$ cat src/rtl/uart_frame_pkg.sv
// Shared types and constants for the UART receive-side frame controller.
package uart_frame_pkg;

    typedef enum logic [1:0] {
        ST_IDLE   = 2'd0,
        ST_RECV   = 2'd1,
        ST_CHECK  = 2'd2,
        ST_TX_REQ = 2'd3
    } frame_state_t;

    localparam logic [7:0] DEFAULT_HEADER   = 8'hAA;
    localparam logic [7:0] DEFAULT_ACK_BYTE = 8'h06;
    localparam logic [7:0] DEFAULT_NAK_BYTE = 8'h15;

    // Five payload bytes followed by one checksum byte; the header is not counted.
    localparam int FRAME_LEN = 6;
    localparam int TIMER_W   = 16;

    function automatic logic [7:0] sat_inc8(input logic [7:0] value);
        return (value == 8'hFF) ? value : value + 8'd1;
    endfunction

endpackage

$ cat src/rtl/byte_timeout.sv
// Inter-byte silence timer: counts enabled cycles since the last clear and flags
// the cycle whose closing edge is the TIMEOUT_CYC-th edge after that clear.
module byte_timeout
    import uart_frame_pkg::*;
#(
    parameter int TIMEOUT_CYC = 50000
) (
    input  logic clk,
    input  logic rst_n,
    input  logic clear,
    input  logic enable,
    output logic expired
);
    localparam logic [TIMER_W-1:0] LAST_COUNT = TIMER_W'(TIMEOUT_CYC - 1);

    logic [TIMER_W-1:0] count;

    always_ff @(posedge clk or negedge rst_n) begin
        if (!rst_n) begin
            count <= '0;
        end else if (clear) begin
            count <= '0;
        end else if (enable && (count != LAST_COUNT)) begin
            count <= count + TIMER_W'(1);
        end
    end

    assign expired = enable && (count == LAST_COUNT);

endmodule

$ cat src/rtl/uart_frame_ctrl.sv
// Frame controller: hunts for HEADER, collects 5 payload bytes plus checksum and validates them.
// Define UART_FRAME_ACK_EN to answer every checked frame with ACK_BYTE/NAK_BYTE on the shared transmitter.
module uart_frame_ctrl
    import uart_frame_pkg::*;
#(
    parameter logic [7:0] HEADER      = DEFAULT_HEADER,
    parameter int         TIMEOUT_CYC = 50000,
    parameter logic [7:0] ACK_BYTE    = DEFAULT_ACK_BYTE,
    parameter logic [7:0] NAK_BYTE    = DEFAULT_NAK_BYTE
) (
    input  logic        CLK,
    input  logic        RSTn,
    input  logic        RX_Done_Sig,
    input  logic [7:0]  RX_Data,
    input  logic        TX_Done_Sig,
    output logic        TX_En_Sig,
    output logic [7:0]  TX_Data,
    output logic [39:0] Data,
    output logic        Frame_Valid,
    output logic [7:0]  Err_Cnt,
    output logic        Busy
);
    localparam logic [2:0] LAST_IDX = 3'(FRAME_LEN - 1);

    frame_state_t state, state_next;
    logic [2:0]   byte_idx;
    logic [7:0]   sum;
    logic [39:0]  payload;
    logic         start_frame, accept_byte, drop_frame, check_now, frame_good;
    logic         timer_clear, timer_enable, timer_expired;

    assign timer_enable = (state == ST_RECV);
    assign timer_clear  = !timer_enable || RX_Done_Sig;

    byte_timeout #(
        .TIMEOUT_CYC(TIMEOUT_CYC)
    ) u_byte_timeout (
        .clk    (CLK),
        .rst_n  (RSTn),
        .clear  (timer_clear),
        .enable (timer_enable),
        .expired(timer_expired)
    );

    always_ff @(posedge CLK or negedge RSTn) begin
        if (!RSTn) begin
            state <= ST_IDLE;
        end else begin
            state <= state_next;
        end
    end

    // A byte landing on the expiry edge takes priority over the timeout.
    always_comb begin
        state_next  = state;
        start_frame = 1'b0;
        accept_byte = 1'b0;
        drop_frame  = 1'b0;
        check_now   = 1'b0;
        case (state)
            ST_IDLE: begin
                if (RX_Done_Sig && (RX_Data == HEADER)) begin
                    start_frame = 1'b1;
                    state_next  = ST_RECV;
                end
            end
            ST_RECV: begin
                if (RX_Done_Sig) begin
                    accept_byte = 1'b1;
                    if (byte_idx == LAST_IDX) begin
                        state_next = ST_CHECK;
                    end
                end else if (timer_expired) begin
                    drop_frame = 1'b1;
                    state_next = ST_IDLE;
                end
            end
            ST_CHECK: begin
                check_now = 1'b1;
`ifdef UART_FRAME_ACK_EN
                state_next = ST_TX_REQ;
`else
                state_next = ST_IDLE;
`endif
            end
            ST_TX_REQ: begin
`ifdef UART_FRAME_ACK_EN
                if (TX_Done_Sig) begin
                    state_next = ST_IDLE;
                end
`else
                state_next = ST_IDLE;
`endif
            end
            default: state_next = ST_IDLE;
        endcase
    end

    // The running sum includes the checksum byte, so a good frame ends at zero.
    assign frame_good = (sum == 8'd0);

    always_ff @(posedge CLK or negedge RSTn) begin
        if (!RSTn) begin
            byte_idx    <= '0;
            sum         <= '0;
            payload     <= '0;
            Data        <= '0;
            Frame_Valid <= 1'b0;
            Err_Cnt     <= '0;
        end else begin
            Frame_Valid <= 1'b0;
            if (start_frame) begin
                byte_idx <= '0;
                sum      <= '0;
            end
            if (accept_byte) begin
                byte_idx <= byte_idx + 3'd1;
                sum      <= sum + RX_Data;
                if (byte_idx < LAST_IDX) begin
                    payload <= {payload[31:0], RX_Data};
                end
            end
            if (check_now) begin
                if (frame_good) begin
                    Data        <= payload;
                    Frame_Valid <= 1'b1;
                end else begin
                    Err_Cnt <= sat_inc8(Err_Cnt);
                end
            end
            if (drop_frame) begin
                Err_Cnt <= sat_inc8(Err_Cnt);
            end
        end
    end

    assign Busy = (state != ST_IDLE);

`ifdef UART_FRAME_ACK_EN
    logic [7:0] reply_byte;

    always_ff @(posedge CLK or negedge RSTn) begin
        if (!RSTn) begin
            reply_byte <= '0;
        end else if (check_now) begin
            reply_byte <= frame_good ? ACK_BYTE : NAK_BYTE;
        end
    end

    assign TX_En_Sig = (state == ST_TX_REQ);
    assign TX_Data   = reply_byte;
`else
    logic [16:0] unused_tx_cfg;

    assign unused_tx_cfg = {TX_Done_Sig, ACK_BYTE, NAK_BYTE};
    assign TX_En_Sig     = 1'b0;
    assign TX_Data       = 8'h00;
`endif

endmodule

$ cat config.mk
export PLATFORM = sky130hd
export DESIGN_NAME = uart_frame_ctrl
export DESIGN_NICKNAME = d
export VERILOG_FILES = /design/src/rtl/uart_frame_pkg.sv /design/src/rtl/byte_timeout.sv /design/src/rtl/uart_frame_ctrl.sv
export SDC_FILE = /design/constraint.sdc
export NUM_CORES = 1
export LEC_CHECK = 0
export BUFFER_PORTS_ARGS = -buffer_cell sky130_fd_sc_hd__buf_2
export CAP_MARGIN = 10
export CORE_MARGIN = 2
export CORE_UTILIZATION = 40
export DETAILED_ROUTE_END_ITERATION = 8
export PLACE_DENSITY = 0.57
export SLEW_MARGIN = 20
export SYNTH_ARGS = -nofsm -noshare
export SYNTH_HDL_FRONTEND = slang
export SYNTH_SLANG_ARGS = --single-unit
export TNS_END_PERCENT = 1
$ cat constraint.sdc
create_clock -name CLK -period 3.2 [get_ports CLK]
set_input_delay 0.16 -clock CLK [delete_from_list [all_inputs] [get_ports CLK]]
set_output_delay 0.16 -clock CLK [all_outputs]
set_load 0.05 [all_outputs]
======== Yosys cells after proc, flatten, opt, wreduce, memory -nomap -nowiden ========
Cells that the tools add are included.
operators by class
  add/sub/neg operators ................... 4
  $lt $le $gt $ge ......................... 1
  equality and inequality tests ........... 12
  muxes and demuxes ....................... 25
  reductions and logical operators ........ 16
operators by type and width
  cell                     count
  $mux W8                  6
  $mux W16                 2
  $add A16 B1 Y16 const B  1
  $eq A16 B16 Y1 const B   1
  $eq A8 B8 Y1 const B     2
  $ne A16 B16 Y1 const B   1
  $mux W1                  10
  $add A8 B1 Y8 const B    1
  $add A8 B8 Y8            1
  $logic_not A8 Y1         1
  $mux W2                  4
  $reduce_bool A2 Y1       4
  $mux W3                  2
  $ne A3 B2 Y1 const B     2
  $pmux W2 S3              1
  $reduce_and A2 Y1        3
  $eq A2 B2 Y1 const B     2
  $ne A2 B2 Y1 const B     2
  $add A3 B1 Y3 const B    1
  $eq A3 B3 Y1 const B     1
  $logic_and A1 B1 Y1      3
  $lt A3 B3 Y1 const B     1
  $reduce_and A3 Y1        1
  $eq A2 B1 Y1 const B     1
  4 further kinds          4
word-level totals
  register bits after elaboration ......... 118
  output and inout port bits .............. 59
  logic and storage cells ................. 66

======== Depth between registers and ports, before layout ========
  depth in word-level cells ............... 7
  depth in mapped cells ................... 7
  mapped depth without buffers ............ 7

======== Modules after synthesis ========
Synthesis repeated with hierarchy kept, for this count alone.
second synthesis, totals
  cells, all modules ...................... 396
  area total of the unflattened synthesis .. 5,397.7 sq um
by module, submodules not included
  module           times used  cells each  area each (sq um)  seq. area each (sq um)
  uart_frame_ctrl  1           302         4,523.1            2,552.4
  byte_timeout     1           94          874.6              400.4

======== Worst setup path after synthesis ========
OpenSTA, ideal clock, no wires.
  kind .................................... register to register
  start ................................... register state[1]
  end ..................................... register sum[7]
  library setup time ...................... 121 ps
  arrival ................................. 1,912 ps
  data required time ...................... 3,079 ps
  path slack .............................. 1,167 ps
  cell stages (with the launch flop) ...... 7
  buffers on the path ..................... 1
  cell sequence ........................... dfrtp_1 or2_1 or4_4 and2_4 buf_6 a32oi_2 nand2_1
on the way
  longest elaborated chain between the ends .. 3
ends and longest elaborated chain
  item                                              RTL line                text
  start: declaration                                uart_frame_ctrl.sv:25   frame_state_t state, state_next;
  start signal: assignment                          uart_frame_ctrl.sv:49   state <= state_next;
  $eq A2 B1 Y1 or $logic_not A2 Y1 (tied branches)  uart_frame_ctrl.sv:60   case (state)
  $mux W1                                           uart_frame_ctrl.sv:60
  $mux W8 or $reduce_bool A2 Y1 (tied branches)     -
  end signal: assignment                            uart_frame_ctrl.sv:118  sum <= sum + RX_Data;
  end: declaration                                  uart_frame_ctrl.sv:27   logic [7:0] sum;
Several ways; a longest one is shown, not always the timed one.
A chain may end at the register's enable or synchronous reset.

======== Final worst setup path ========
  start ................................... register sum[1]
  end ..................................... register Err_Cnt[1]
on the way
  longest elaborated chain between the ends .. 3
ends and longest elaborated chain
  item                                RTL line                text
  $logic_not A8 Y1                    uart_frame_ctrl.sv:100  assign frame_good = (sum == 8'd0);
  $ne A2 B2 Y1 (no source line)       -
  $reduce_and A2 Y1 (no source line)  -
  end signal: assignment              uart_frame_ctrl.sv:128  Err_Cnt <= sat_inc8(Err_Cnt);
  end signal: assignment              uart_frame_ctrl.sv:132  Err_Cnt <= sat_inc8(Err_Cnt);
  end: declaration                    uart_frame_ctrl.sv:20   output logic [7:0] Err_Cnt,
Every way passes these cells.

==> flow_summary.yaml <==
worst_setup_path:
  arrival_ps: 2420
  r2r_start: "sum[1]"
  cp-end-kind: "flip-flop"
  startpoint_type: "flip-flop"
  crit_type: "reg -> reg"
  path_max_fanout: 8
  cp.required_ps: 3470
  crit_path_start: "sum[1]"
floorplanning:
  die_y_um: 118
  initial_core_util: 0.411
  ios: 71
  dieArea_um2: 13900
  num_rows: 41
  fp.coreArea_um2: 12700
  die_w_um: 118
clock_network:
  clk_pin_slew_ps: 50
  cts.sinks: 118
  cts.htree.levels: 4
  root_buffer: "clkbuf_16"
  cts_tree: "yes"
  cts_buffers: 17
  clkLatencyLatePin_ps: 390
  ctsResizeCount: 0
  clk_path_buf_depth: 2
drt:
  post_drt_wl_per_cell_um: 14.8
  dr.first_iter.drc_count: 151
  drtPass1Iterations: 4
  viasPerCell: 5.02
  wirelength_um: 9610
  drtAntennaViolNets: 0
  route.detailed.drc: 0
  vias: 3247
sta:
  fin_ws_ps: 1050
  max_slew.worst_pin.slew_ps: 794
  finClkSkew_ps: 6.30
  timing.hold.ws_ps: 50.5
  setup_tns_ps: 0
  hold_violations: 0
  drv_slew: 0
  post-route-period-util: 0.673
  slew_headroom: 0.470
  timing.fmax_ghz: 0.464
  grt_setup_unrepaired: "false"
  finalCriticalPeriod_ps: 2150
  setup_violations: 0
grt:
  antenna_found_initial: 0
  grt_usage: 0.150
  grt_max_degree: 66
  grt_use_met1: 0.207
  grt_pass1_wl_um: 16700
  grt_pass1_vias: 3340
  grt_util_met3: 0.0431
  grtUsageMet2: 0.225
  grt_overflow_total: 0
  top_usage_layer: "met2"
yosys:
  yosys.area_share.simple: 0.105
  yosysSeqAreaShare: 0.567
  synth_edf_count: 0
  synth_area_um2: 5210
  synth.distinct_cells: 55
  syn_area_per_cell_um2: 13.1
  syn_inst: 398
  synth_mux_area_frac: 0.175
  yosysTopAreaCell: "dfrtp_1"
  synth_xor_area_frac: 0.0336
  ys_top_cells_by_area: "dfrtp_1, mux2_2, mux2_1"
  synthAdderAreaFrac: 0.0303
  synth_top_area_frac: 0.567
  synth_top_family_by_area: "multiplexers"
  ys_dominant_reg_cell: "dfrtp_1"
  async_reset_ff_frac: 1.00
  ys_ff_latch: 118
  synth_compound_area_frac: 0.0577
  ys_warn_count: 0
status:
  status: "finished, final reports clean"
final_layout:
  layout_common_cells: "dfrtp_1, buf_2, mux2_2, mux2_1, nor2_1"
  layout_commonest_cell: "dfrtp_1"
  syn_to_final_growth_pct: 19.5
  nNetsFinal: 491
  fillers: 1141
  drive_above_1_share: 0.301
  diodes: 0
min_path:
  min-delay-start: "RX_Data[2]"
  hp-class: "in -> reg"
placement:
  dpl_worst_slack_ps: 1030
  io_buffers: 60
  hpwl_um: 6510
  finalWeightedCongestion: 0.773
power:
  p_clk_frac: 0.425
  max-vdd-ir-drop_v: 0.000362
  seqPwrFrac: 0.433
  power.internal_w: 0.00314
  p_comb_frac: 0.142
  switching_share: 0.250
  p_switching_w: 0.00104
  leakage_nw: 3.21
  power.density_nw_per_um2: 672
run:
  cap_viol_max_count: 0
-- layout make-up --
type	instances	area [um^2]	area share
clock inverters	3	42.5	0.00683
inverters	5	18.8	0.00302
well taps	172	215	0.0346
repair buffers	65	343	0.0551
multi-input cells	260	2130	0.342
flip-flops and latches	118	2950	0.474
clock buffers	24	522	0.0838
-- routing by layer --
metal  up-vias  routed length (um)
li1       1545                   -
met3        10                 313
met2        50                4390
met1      1642                4770
met4         0                 128
met5         -                   0
-- metrics by stage --
step / total power (W) / area, um^2 / cells / util
after CTS: 0.00423 / 6220 / 647 / 0.491
after floorplan: 0.00227 / 5240 / 406 / -
after global routing: 0.00442 / 6220 / 647 / 0.491
after detailed placement: 0.00243 / 5650 / 619 / 0.446
after global placement: 0.00240 / 5650 / 619 / 0.446
final: 0.00419 / 6220 / 647 / 0.491
-- worst paths after layout --
| path | endpoint | slack, ps | cells after the start |
|---|---|---|---|
| worst max register to register | Err_Cnt[1] | 1050 | 5 |
| max in group asynchronous | Data[9] | 1910 | 3 |
| min in group asynchronous | payload[26] | 390 | 2 |
| worst min register to register | Data[35] | 480 | 1 |
| worst min-delay path | payload[2] | 50 | 2 |
| worst max-delay path | Err_Cnt[1] | 1050 | 5 |
-- logic make-up after synthesis --
| family | count (synthesis) |
|---|---|
| AND/OR/NAND/NOR | 94 |
| XOR/XNOR | 20 |
| other | 1 |
| buffers and inverters | 28 |
| multiplexers | 81 |
| adder cells (fa/ha/maj) | 12 |
| flip-flops | 118 |
| AO/OA/AOI/OAI | 44 |
-- power by group through the flow --
stage,Combinational [W],Clock (W),Sequential [W]
after detailed placement,0.000596,0,0.00184
after floorplan,0.000481,0,0.00178
final,0.000595,0.00178,0.00181
after global placement,0.000571,0,0.00183
after global routing,0.000676,0.00190,0.00184
after CTS,0.000599,0.00182,0.00181
-- flip-flops by register name (all words and copies together), names as in the netlist --
register              count
payload                  40
sum                       8
Frame_Valid               1
byte_idx                  3
Data                     40
Err_Cnt                   8
u_byte_timeout.count     16
state                     2
-- critical path: stages, from the launching register on --
cell,delay [ps]
dfrtp_1,420
or4_1,570
o21ai_0,370
o31ai_4,220
nand2_2,120
mux2_1,330
-- what timing repair did --
action / in CTS / in global routing
hold buffers: 1 / 0
buffers inserted: 0 / 0
hold endpoints to repair: 63 / 0
-- cell usage after synthesis (6+ instances only) --
cell,n
nor3_1,6
nand4_1,6
dfrtp_1,118
mux2_2,41
xor2_1,9
ha_1,11
a21o_1,6
buf_4,9
nand3_1,13
buf_2,10
xnor2_1,11
nor2_1,19
mux2_1,40
o21ai_0,16
nand2_1,18
Note: power is estimated with default switching activity, not from simulation.
